<file path="src/rtl/tmds_pkg.sv">
// Shared constants and helpers for the DVI TMDS 8b/10b encoder.
package tmds_pkg;

  localparam logic [9:0] TOKEN_C00 = 10'b1101010100;
  localparam logic [9:0] TOKEN_C01 = 10'b0010101011;
  localparam logic [9:0] TOKEN_C10 = 10'b0101010100;
  localparam logic [9:0] TOKEN_C11 = 10'b1010101011;

  localparam int unsigned CNT_W_DEFAULT = 6;

  function automatic logic [3:0] popcount8(input logic [7:0] d);
    logic [3:0] n;
    n = '0;
    for (int i = 0; i < 8; i++) begin
      n = n + {3'b000, d[i]};
    end
    return n;
  endfunction

  function automatic logic [9:0] token(input logic [1:0] c);
    logic [9:0] t;
    unique case (c)
      2'b00:   t = TOKEN_C00;
      2'b01:   t = TOKEN_C01;
      2'b10:   t = TOKEN_C10;
      default: t = TOKEN_C11;
    endcase
    return t;
  endfunction

endpackage

</file>
<file path="src/rtl/tmds_qm_stage.sv">
// TMDS stage 1: transition-minimising XOR/XNOR chain, registered with blank and control bits.
module tmds_qm_stage
  import tmds_pkg::*;
#(
  parameter logic [1:0] RST_TOKEN = 2'b00
) (
  input  logic       clk_pixel,
  input  logic       rst_n,
  input  logic [7:0] in_data,
  input  logic [1:0] in_c,
  input  logic       in_blank,
  output logic [8:0] qm,
  output logic       blank,
  output logic [1:0] c
);

  logic [3:0] n1;
  logic       use_xnor;
  logic [8:0] qm_d, qm_q;
  logic       blank_q;
  logic [1:0] c_q;

  always_comb begin
    n1       = popcount8(in_data);
    use_xnor = (n1 > 4'd4) || ((n1 == 4'd4) && !in_data[0]);
    qm_d     = '0;
    qm_d[0]  = in_data[0];
    for (int i = 1; i < 8; i++) begin
      qm_d[i] = use_xnor ? ~(qm_d[i-1] ^ in_data[i]) : (qm_d[i-1] ^ in_data[i]);
    end
    qm_d[8] = ~use_xnor;
  end

  always_ff @(posedge clk_pixel or negedge rst_n) begin
    if (!rst_n) begin
      qm_q    <= '0;
      blank_q <= 1'b1;
      c_q     <= RST_TOKEN;
    end else begin
      qm_q    <= qm_d;
      blank_q <= in_blank;
      c_q     <= in_c;
    end
  end

  assign qm    = qm_q;
  assign blank = blank_q;
  assign c     = c_q;

endmodule

</file>
<file path="src/rtl/tmds_encoder.sv">
// DVI TMDS 8b/10b lane encoder: stage 1 q_m, stage 2 DC balance with running disparity.
// Define TMDS_OUT_REG_EN to add an output register (latency 3 instead of 2).
module tmds_encoder
  import tmds_pkg::*;
#(
  parameter int unsigned CNT_W     = CNT_W_DEFAULT,
  parameter logic [1:0]  RST_TOKEN = 2'b00
) (
  input  logic       clk_pixel,
  input  logic       rst_n,
  input  logic [7:0] in_data,
  input  logic [1:0] in_c,
  input  logic       in_blank,
  output logic [9:0] out_tmds
);

  localparam logic [9:0] RstSym = token(RST_TOKEN);

  logic [8:0] qm;
  logic       blank;
  logic [1:0] c;

  tmds_qm_stage #(
    .RST_TOKEN(RST_TOKEN)
  ) u_qm_stage (
    .clk_pixel(clk_pixel),
    .rst_n    (rst_n),
    .in_data  (in_data),
    .in_c     (in_c),
    .in_blank (in_blank),
    .qm       (qm),
    .blank    (blank),
    .c        (c)
  );

  logic [3:0]              n1, n0;
  logic signed [4:0]       diff5;
  logic signed [CNT_W-1:0] diff, two, two_q8, two_nq8;
  logic signed [CNT_W-1:0] cnt_d, cnt_q;
  logic                    cnt_zero, cnt_neg, cnt_pos;
  logic [9:0]              tmds_d, tmds_q;

  always_comb begin
    n1       = popcount8(qm[7:0]);
    n0       = 4'd8 - n1;
    diff5    = signed'({1'b0, n1}) - signed'({1'b0, n0});
    diff     = CNT_W'(diff5);
    two      = CNT_W'(2);
    two_q8   = qm[8] ? two : '0;
    two_nq8  = qm[8] ? '0 : two;
    cnt_zero = (cnt_q == '0);
    cnt_neg  = cnt_q[CNT_W-1];
    cnt_pos  = !cnt_zero && !cnt_neg;

    tmds_d = {~qm[8], qm[8], qm[7:0]};
    cnt_d  = cnt_q;
    if (blank) begin
      tmds_d = token(c);
      cnt_d  = '0;
    end else if (cnt_zero || (n1 == n0)) begin
      tmds_d = {~qm[8], qm[8], qm[8] ? qm[7:0] : ~qm[7:0]};
      cnt_d  = qm[8] ? (cnt_q + diff) : (cnt_q - diff);
    end else if ((cnt_pos && (n1 > n0)) || (cnt_neg && (n0 > n1))) begin
      // Invert to pull the running disparity back toward zero.
      tmds_d = {1'b1, qm[8], ~qm[7:0]};
      cnt_d  = cnt_q + two_q8 - diff;
    end else begin
      tmds_d = {1'b0, qm[8], qm[7:0]};
      cnt_d  = cnt_q + diff - two_nq8;
    end
  end

  always_ff @(posedge clk_pixel or negedge rst_n) begin
    if (!rst_n) begin
      tmds_q <= RstSym;
      cnt_q  <= '0;
    end else begin
      tmds_q <= tmds_d;
      cnt_q  <= cnt_d;
    end
  end

`ifdef TMDS_OUT_REG_EN
  logic [9:0] out_q;

  always_ff @(posedge clk_pixel or negedge rst_n) begin
    if (!rst_n) begin
      out_q <= RstSym;
    end else begin
      out_q <= tmds_q;
    end
  end

  assign out_tmds = out_q;
`else
  assign out_tmds = tmds_q;
`endif

endmodule

</file>
<file path="config.mk">
export PLATFORM = sky130hd
export DESIGN_NAME = tmds_encoder
export DESIGN_NICKNAME = d
export VERILOG_FILES = /design/src/rtl/tmds_pkg.sv /design/src/rtl/tmds_qm_stage.sv /design/src/rtl/tmds_encoder.sv
export SDC_FILE = /design/constraint.sdc
export NUM_CORES = 1
export LEC_CHECK = 0
export BUFFER_PORTS_ARGS = -buffer_cell sky130_fd_sc_hd__buf_2
export CAP_MARGIN = 20
export CORE_MARGIN = 8
export CORE_UTILIZATION = 60
export DETAILED_ROUTE_END_ITERATION = 8
export GPL_TIMING_DRIVEN = 0
export PLACE_DENSITY = 0.81
export SYNTH_ARGS = -nofsm -noshare
export SYNTH_HDL_FRONTEND = slang
export SYNTH_HIERARCHICAL = 1
export SYNTH_SLANG_ARGS = --single-unit
</file>
<file path="constraint.sdc">
create_clock -name clk_pixel -period 6.5 [get_ports clk_pixel]
set_clock_uncertainty 0.2 [all_clocks]
set_input_delay 0.65 -clock clk_pixel [delete_from_list [all_inputs] [get_ports clk_pixel]]
set_output_delay 0.65 -clock clk_pixel [all_outputs]
set_load 0.02 [all_outputs]
</file>
==> run metrics, run 1 <==
critical path data arrival time 6.12 ns; Final Max Slew Viols 0; initial cell density of the core 61.00%; synthesized area per cell 10.38 µm²; Buf/Inv on CP 3; total grt overflow 0; xor/xnor share of the synthesized area 14.47%; Synth warnings 6; main flop type after synthesis dfrtp_1; Post-Synth Adder-Cell Area 24.53%; post-DP HPWL 3689 µm; r2r worst-path depth 20; Vert. Die Dim 79.08 µm; met2 wire len 2369 µm; Final min period roughly 6.1 ns; worst hold path type in2async; Yosys top cell area share 23.06%; Max-slew headroom 60.14%; sequential share of the synthesized area ~30%; Critical Setup Path Class reg2reg; n_diodes 0; Post-Synth Simple-Gate Area 8.543%; PortBufs 22; Worst Path Required about 6.5 ns; worst skew pair latency 0.27 ns; Clock Tree Root clkbuf_8; core footprint 3914 µm²; vias in the first global route around 1800; Die ar. 6253 µm²; CTS Sinks 28; reg-to-reg startpoint u_qm_stage/qm[0]$_DFF_PN0_; crit start category flip-flop; drt wl/cell ~15 µm; Mapped Cells 230; area leader, netlist dfrtp_1; top sig layer met4; Mapped Nets 282; worst path cell trace inv_1, fa_1, fa_1, fa_1, inv_1, ha_1, fa_2, or2_2, ha_1, or2_2, o22ai_1, inv_1, ha_1, fa_1, nor2_1, a21oi_1, xor2_1, and3_1, a211oi_1, mux2i_1; Routed met1 length ~2100 µm; # rows 23; Synth cell types 44; CP top delay family adder cells; number of synthesized flops with an enable pin 0; Iter 0 DRT Violations 87; top post-synthesis cells by area dfrtp_1, ha_1, fa_1; GPL Wtd Cong roughly 0.84; via count between 1500 and 2000; Top Ports 23; RSZ-0062 raised after global routing false; CP max stage cell fa_1; ys async rst share 100.0%; setup bufs post-CTS 0; mux contribution to synthesized area under 10%; drt via density between 5 and 6; nets 309; commonest non-fill, non-tap cell in the layout inv_1; total wire length 4671 µm; largest family of logic cells by synthesized area adder cells; Max Freq ~160 MHz; status finished clean; Max-cap violations 0; TNS Setup 0 ns; Hold Fails Final Rpt 0; largest net degree at the start of global routing 29; Final Setup Violations 0; Least-Margin Pin Slew around 0.60 ns; most frequent CP cell fa_1; Max Root-Sink Buffers 2; PostCTS Resize Cnt 0; post-synthesis compound-gate area fraction 12.37%; DR pass1 iterations 4; most frequent cells in the layout inv_1, ha_1, dfrtp_1, buf_2, xnor2_1; hold_buf cts 0; all-layer global routing usage approximately 16%; initial antenna violation count 0; critical path's largest stage delay around 0.56 ns; global-route wire length before repair 8038 µm; H-tree levels 1; layout cell share with drive strength beyond 1 17.97%; synthesis-to-finish area growth 9.644%; clock transition at the registers of the reported paths 0.09 ns; Synth Cell Area 2387 µm²; Crit Reg-Reg Endpoint cnt_q[5]$_DFF_PN0_; register bit total from synthesis 28; crit share post-route 94.15%; CP endpoint kind flip-flop; CTS Buf Count 3; residual DRC count 0; post-route ant nets 0; r2r setup slk around 0.38 ns; Crit Path Max Fanout 9; Levels on crit path 20; Die X 79.08 µm; CTS tree yes; Routed met3 length 152 µm
## cell type report
type	count	area, µm²
clock buffer	4	55.05
buffer	4	30.03
inverter	41	153.9
multi-input combinational	157	1498
sequential	28	708.2
fill	319	1296
timing repair buffer	22	110.1
tap	50	62.56
## cell families after synthesis
family                     after synthesis
DFF                                     28
and+or+nand+nor                         36
adders and majority gates               39
muxes                                    6
xor gates and xnor gates                32
buffers and inverters                   45
AOI/OAI and AO/OA                       44
## state kept, by name, summed over array words and instances (netlist names)
register / cells
cnt_q: 6
out_tmds: 10
u_qm_stage/blank: 1
u_qm_stage/c: 2
u_qm_stage/qm: 9
## how the worst max path moves through the flow
stage	start	to	slack (ns)
finish	u_qm_stage/qm[0]$_DFF_PN0_	cnt_q[5]$_DFF_PN0_	0.38
global route	u_qm_stage/qm[0]$_DFF_PN0_	cnt_q[5]$_DFF_PN0_	0.09
CTS	u_qm_stage/qm[0]$_DFF_PN0_	cnt_q[5]$_DFF_PN0_	0.27
detailed placement	u_qm_stage/qm[0]$_DFF_PN0_	cnt_q[5]$_DFF_PN0_	0.29
global placement	u_qm_stage/qm[0]$_DFF_PN0_	cnt_q[5]$_DFF_PN0_	0.31
floorplan	u_qm_stage/qm[0]$_DFF_PN0_	cnt_q[5]$_DFF_PN0_	0.79
## synthesized netlist by cell type (4+ instances only)
cell,count
inv_1,40
ha_1,26
dfrtp_1,22
xnor2_1,20
fa_1,13
nor2_1,11
a21oi_1,10
o21ai_1,8
o21ai_0,7
xor2_1,7
dfstp_2,6
a211oi_1,5
mux2i_1,5
nand3_1,4
nor3_1,4
## per-layer routing
layer  global-route usage (%)  up-vias
met1                    19.30      831
met2                    27.44       40
li1                         -      814
met3                    2.596        7
met4                    5.000        0
met5                        0        -
## per-stage QoR
step	worst slack, ns	hold slack [ns]	area [µm²]	instances	util [%]
floorplan	0.7884	0.1544	2387	230	-
global placement	0.3130	0.2906	2560	302	65.41
detailed placement	0.2939	0.3117	2560	302	65.41
CTS	0.2697	0.1959	2615	306	66.82
global route	0.09156	0.2083	2618	306	66.88
finish	0.3805	0.1735	2618	306	66.88
Power of run 1 is left out: the tool's default activity adds up to more than one toggle a clock period on the data nets, which glitch-free logic cannot reach.
==> run 2: changes to the inputs <==
MAX_ROUTING_LAYER = met4   (was not set)
==> run 2 against run 1 <==
Effect of this change: hold slack improved by 0.010 ns; clock-buffer cell count did not move; utilization stayed put; non-clock buffer count unchanged; via count is 0.47% higher; critical path depth unchanged; fmax about the same; routed wire length about the same; critical path type unchanged; largest cell class unchanged.
==> run metrics, run 2 (synthesis results as in run 1) <==
status finished clean; Top Ports 23 (unchanged); Max Root-Sink Buffers 2 (unchanged); crit start category flip-flop; Die ar. 6253 µm² (unchanged); post-DP HPWL 3689 µm (unchanged); residual DRC count 0 (unchanged); final core occ 66.88% (unchanged); Die X 79.08 µm (unchanged); TNS Setup 0 ns (unchanged); clock transition at the registers of the reported paths 0.09 ns (about the same); critical path data arrival time 6.12 ns (about the same); total grt overflow 0 (unchanged); initial antenna violation count 0 (unchanged); drt wl/cell 15.28 µm (about the same); commonest non-fill, non-tap cell in the layout inv_1; RSZ-0062 raised after global routing false; CP endpoint kind flip-flop; CTS Sinks 28 (unchanged); Iter 0 DRT Violations 80 (-8.0%); Max-cap violations 0 (unchanged); initial cell density of the core 61.00% (unchanged); Vert. Die Dim 79.08 µm (unchanged); Final min period 6.118 ns (-0.001920 ns); Least-Margin Pin Slew 0.6220 ns (+0.02413 ns); CP top delay family adder cells; Final Setup Violations 0 (unchanged); total wire length 4675 µm (about the same); Fin Hold WS 0.1835 ns (+0.009969 ns); Clock Tree Root clkbuf_8; H-tree levels 1 (unchanged); crit share post-route 94.12% (about the same); Max Freq 163.5 MHz (about the same); PortBufs 22 (unchanged); Crit Path Max Fanout 9 (unchanged); core footprint 3914 µm² (unchanged); number of flip-flops in the largest register 10 (unchanged); Final Max Slew Viols 0 (unchanged); nets 309 (unchanged); most frequent CP cell fa_1; Hold Fails Final Rpt 0 (unchanged); via count 1700 (+0.47%); worst skew pair latency 0.27 ns (about the same); n_diodes 0 (unchanged); drt via density 5.556 (+0.47%); M1 GR Usage 19.72% (+0.42 points); most frequent cells in the layout inv_1, ha_1, dfrtp_1, buf_2, xnor2_1; layout cell share with drive strength beyond 1 17.97% (unchanged); CTS tree yes; critical path's largest stage delay 0.56 ns (about the same); synthesis-to-finish area growth 9.644% (unchanged); DR pass1 iterations 4 (unchanged); largest net degree at the start of global routing 29 (unchanged); met3 Use GR 2.370% (-0.23 points); Max-slew headroom 58.53% (-1.6 points); post-route ant nets 0 (unchanged); vias in the first global route 1789 (-0.056%); # rows 23 (unchanged); worst hold path type in2async; grt met2 use 27.12% (-0.33 points); Critical Setup Path Class reg2reg; global-route wire length before repair 8031 µm (about the same); Worst Path Required 6.50 ns (about the same); worst path cell trace inv_1, fa_1, fa_1, fa_1, inv_1, ha_1, fa_2, or2_2, ha_1, or2_2, o22ai_1, inv_1, ha_1, fa_1, nor2_1, a21oi_1, xor2_1, and3_1, a211oi_1, mux2i_1; CP max stage cell fa_1; GPL Wtd Cong 0.8525 (+1.5%); busiest layer in global routing met2; Buf/Inv on CP 3 (unchanged); CTS Buf Count 3 (unchanged); all-layer global routing usage 16.20% (+0.46 points)
-- run 2: metrics by stage --
stage	area (µm²)	setup slack (ns)	instances
floorplan	2387	0.7884	230
global placement	2560	0.3130	302
detailed placement	2560	0.2939	302
CTS	2615	0.2697	306
global route	2618	0.09156	306
finish	2618	0.3824	306
-- run 2: final cells by class --
cell class | instances | area [µm²]
multi-input combinational | 157 | 1498
fill | 319 | 1296
sequential | 28 | 708.2
inverter | 41 | 153.9
timing repair buffer | 22 | 110.1
tap | 50 | 62.56
clock buffer | 4 | 55.05
buffer | 4 | 30.03
-- run 2: worst reg2reg max path, stage by stage (launching register included) --
cell	delay (ns)
dfrtp_1	0.38
inv_1	0.07
fa_1	0.56
fa_1	0.43
fa_1	0.49
inv_1	0.04
ha_1	0.21
fa_2	0.51
or2_2	0.33
ha_1	0.37
or2_2	0.37
o22ai_1	0.21
inv_1	0.11
ha_1	0.22
fa_1	0.53
nor2_1	0.06
a21oi_1	0.16
xor2_1	0.08
and3_1	0.18
a211oi_1	0.32
mux2i_1	0.22
-- run 2: path summary, 6_finish.rpt --
path,from,to,slack [ns],cells after the start
worst max-delay path,u_qm_stage/qm[0]$_DFF_PN0_,cnt_q[5]$_DFF_PN0_,0.38,20
worst min-delay path,rst_n,u_qm_stage/c[1]$_DFF_PN0_,0.18,1
worst max register to register,u_qm_stage/qm[0]$_DFF_PN0_,cnt_q[5]$_DFF_PN0_,0.38,20
worst min register to register,cnt_q[0]$_DFF_PN0_,cnt_q[0]$_DFF_PN0_,0.33,1
max in group asynchronous,rst_n,cnt_q[3]$_DFF_PN0_,5.52,1
min in group clk_pixel,in_blank,u_qm_stage/blank$_DFF_PN1_,0.27,1
-- run 2: timing repair --
item | 4_1_cts | 5_1_grt
endpoints found under the setup margin | 0 | 1
hold buffers | 0 | 0
setup buffers | 0 | 0
gates resized for setup | 0 | 1
-- run 2: per-layer routing --
metal  share of wire [%]  wire length, µm
met1                  46             2142
met2                  50             2320
met3                 2.8              133
met4                 1.7               78
met5                   0                0
Power of run 2 is left out for the same reason.
==> run 3: changes to the inputs <==
--- a/config.mk
+++ b/config.mk
@@ -15,2 +15,3 @@
 export PLACE_DENSITY = 0.81
+export SETUP_SLACK_MARGIN = 0.2
 export SYNTH_ARGS = -nofsm -noshare
==> constraint.sdc (replaced) <==
create_clock -name clk_pixel -period 6.5 [get_ports clk_pixel]
set_clock_uncertainty 0.2 [all_clocks]
set_input_delay 0.975 -clock clk_pixel [delete_from_list [all_inputs] [get_ports clk_pixel]]
set_output_delay 0.975 -clock clk_pixel [all_outputs]
set_load 0.02 [all_outputs]
==> run 3 against run 2 <==
Effect of this change: fmax up 2.3%; utilization up 0.19 points; final cell count unchanged; critical path depth unchanged; global-route usage unchanged; clock-buffer cell count unchanged; sequential cell count unchanged; hold slack better by 0.14 ns; critical endpoint unchanged.
==> run metrics, run 3 (synthesis results as in run 1) <==
status finished clean; Top Ports 23 (unchanged); Fin Hold WS 0.3262 ns (+0.1428 ns); initial cell density of the core 61.00% (unchanged); Max-slew headroom 58.36% (-0.17 points); CTS Buf Count 3 (unchanged); Max Root-Sink Buffers 2 (unchanged); Die ar. 6253 µm² (unchanged); hold_buf cts 0 (unchanged); Max Freq 167.2 MHz (+2.3%); H-tree levels 1 (unchanged); Worst Path Required 6.50 ns (about the same); Hold Fails Final Rpt 0 (unchanged); critical path data arrival time 5.98 ns (-0.14 ns); Crit Reg-Reg Endpoint cnt_q[5]$_DFF_PN0_; vias in the first global route 1789 (unchanged); residual DRC count 0 (unchanged); RSZ-0062 raised after global routing false; largest net degree at the start of global routing 29 (unchanged); DR pass1 iterations 4 (unchanged); TNS Setup 0 ns (unchanged); all-layer global routing usage 16.20% (unchanged); Final Setup Violations 0 (unchanged); total grt overflow 0 (unchanged); PortBufs 22 (unchanged); # rows 23 (unchanged); n_diodes 0 (unchanged); GPL Wtd Cong 0.8525 (unchanged); drt via density 5.578 (+0.41%); synthesis-to-finish area growth 9.958%; PostCTS Resize Cnt 0 (unchanged); post-DP HPWL 3689 µm (unchanged); post-route ant nets 0 (unchanged); Least-Margin Pin Slew 0.6246 ns (+0.002587 ns); CP endpoint kind flip-flop; layout cell share with drive strength beyond 1 18.75% (+0.78 points); end of the critical path cnt_q[5]$_DFF_PN0_; Worst Setup SP u_qm_stage/qm[0]$_DFF_PN0_; global-route wire length before repair 8031 µm (unchanged); r2r setup slk 0.52 ns (+0.14 ns); Vert. Die Dim 79.08 µm (unchanged); worst hold path type reg2reg; Final Max Slew Viols 0 (unchanged); Clock Tree Root clkbuf_8; initial antenna violation count 0 (unchanged); setup bufs post-CTS 0 (unchanged); CTS tree yes; total wire length 4685 µm (+0.21%); Critical Setup Path Class reg2reg; clock transition at the registers of the reported paths 0.09 ns (about the same); Crit Path Max Fanout 9 (unchanged); r2r worst-path depth 20 (unchanged); Iter 0 DRT Violations 82 (+2.5%); Die X 79.08 µm (unchanged); via count 1707 (+0.41%); commonest non-fill, non-tap cell in the layout inv_1; drt wl/cell 15.31 µm (+0.21%); Final min period 5.982 ns (-0.1354 ns); core footprint 3914 µm² (unchanged); CTS Sinks 28 (unchanged); crit share post-route 92.03% (-2.1 points); worst skew pair latency 0.27 ns (about the same); Max-cap violations 0 (unchanged); number of flip-flops in the largest register 10 (unchanged); nets 309 (unchanged); most frequent cells in the layout inv_1, ha_1, dfrtp_1, buf_2, xnor2_1; reg-to-reg startpoint u_qm_stage/qm[0]$_DFF_PN0_; crit start category flip-flop
-- run 3: changes by cell type in the layout (fill, tap and decap cells not counted) --
cell      previous run  this run
ha_1                26        25
ha_2                 0         1
a211oi_1             5         4
a211oi_2             0         1
-- run 3: per-layer routing --
metal	track usage, %	part of all wire [%]	vias up	routed length [µm]
li1	-	-	814	-
met1	19.72	46	841	2133
met2	27.12	50	43	2329
met3	2.370	3.1	9	143
met4	5.000	1.7	0	78
met5	-	0	-	0
-- run 3: worst max-delay path, cell delays in order, from the launching register on --
cell	delay, ns
dfrtp_1	0.38
inv_1	0.07
fa_1	0.56
fa_1	0.43
fa_1	0.49
inv_1	0.05
ha_1	0.21
fa_2	0.51
or2_2	0.32
ha_2	0.32
or2_2	0.35
o22ai_1	0.21
inv_1	0.12
ha_1	0.22
fa_1	0.53
nor2_1	0.06
a21oi_1	0.16
xor2_1	0.08
and3_1	0.19
a211oi_2	0.26
mux2i_1	0.21
-- run 3: layout make-up --
cell class	count	area [µm²]
Multi-Input combinational cell	157	1505
Fill cell	318	1289
Sequential cell	28	708.2
Inverter	41	153.9
Timing Repair Buffer	22	110.1
Tap cell	50	62.56
Clock buffer	4	55.05
Buffer	4	30.03
-- run 3: worst min path at each step --
| stage | cells after the start | slack, ns | from | end |
|---|---|---|---|---|
| after floorplan | 1 | 0.27 | cnt_q[0]$_DFF_PN0_ | cnt_q[0]$_DFF_PN0_ |
| after global placement | 1 | 0.29 | cnt_q[0]$_DFF_PN0_ | cnt_q[0]$_DFF_PN0_ |
| after detailed placement | 1 | 0.31 | cnt_q[0]$_DFF_PN0_ | cnt_q[0]$_DFF_PN0_ |
| after CTS | 1 | 0.34 | cnt_q[0]$_DFF_PN0_ | cnt_q[0]$_DFF_PN0_ |
| after global routing | 1 | 0.35 | cnt_q[0]$_DFF_PN0_ | cnt_q[0]$_DFF_PN0_ |
| final | 1 | 0.33 | cnt_q[0]$_DFF_PN0_ | cnt_q[0]$_DFF_PN0_ |
-- run 3: through the flow --
step	util, %	std cells	setup WS (ns)	cell area (µm²)
after CTS	66.82	306	0.2697	2615
after global placement	65.41	302	0.3130	2560
after detailed placement	65.41	302	0.2939	2560
after global routing	67.07	306	0.2399	2625
final	67.07	306	0.5178	2625
after floorplan	-	230	0.7884	2387
Power of run 3 is left out for the same reason.
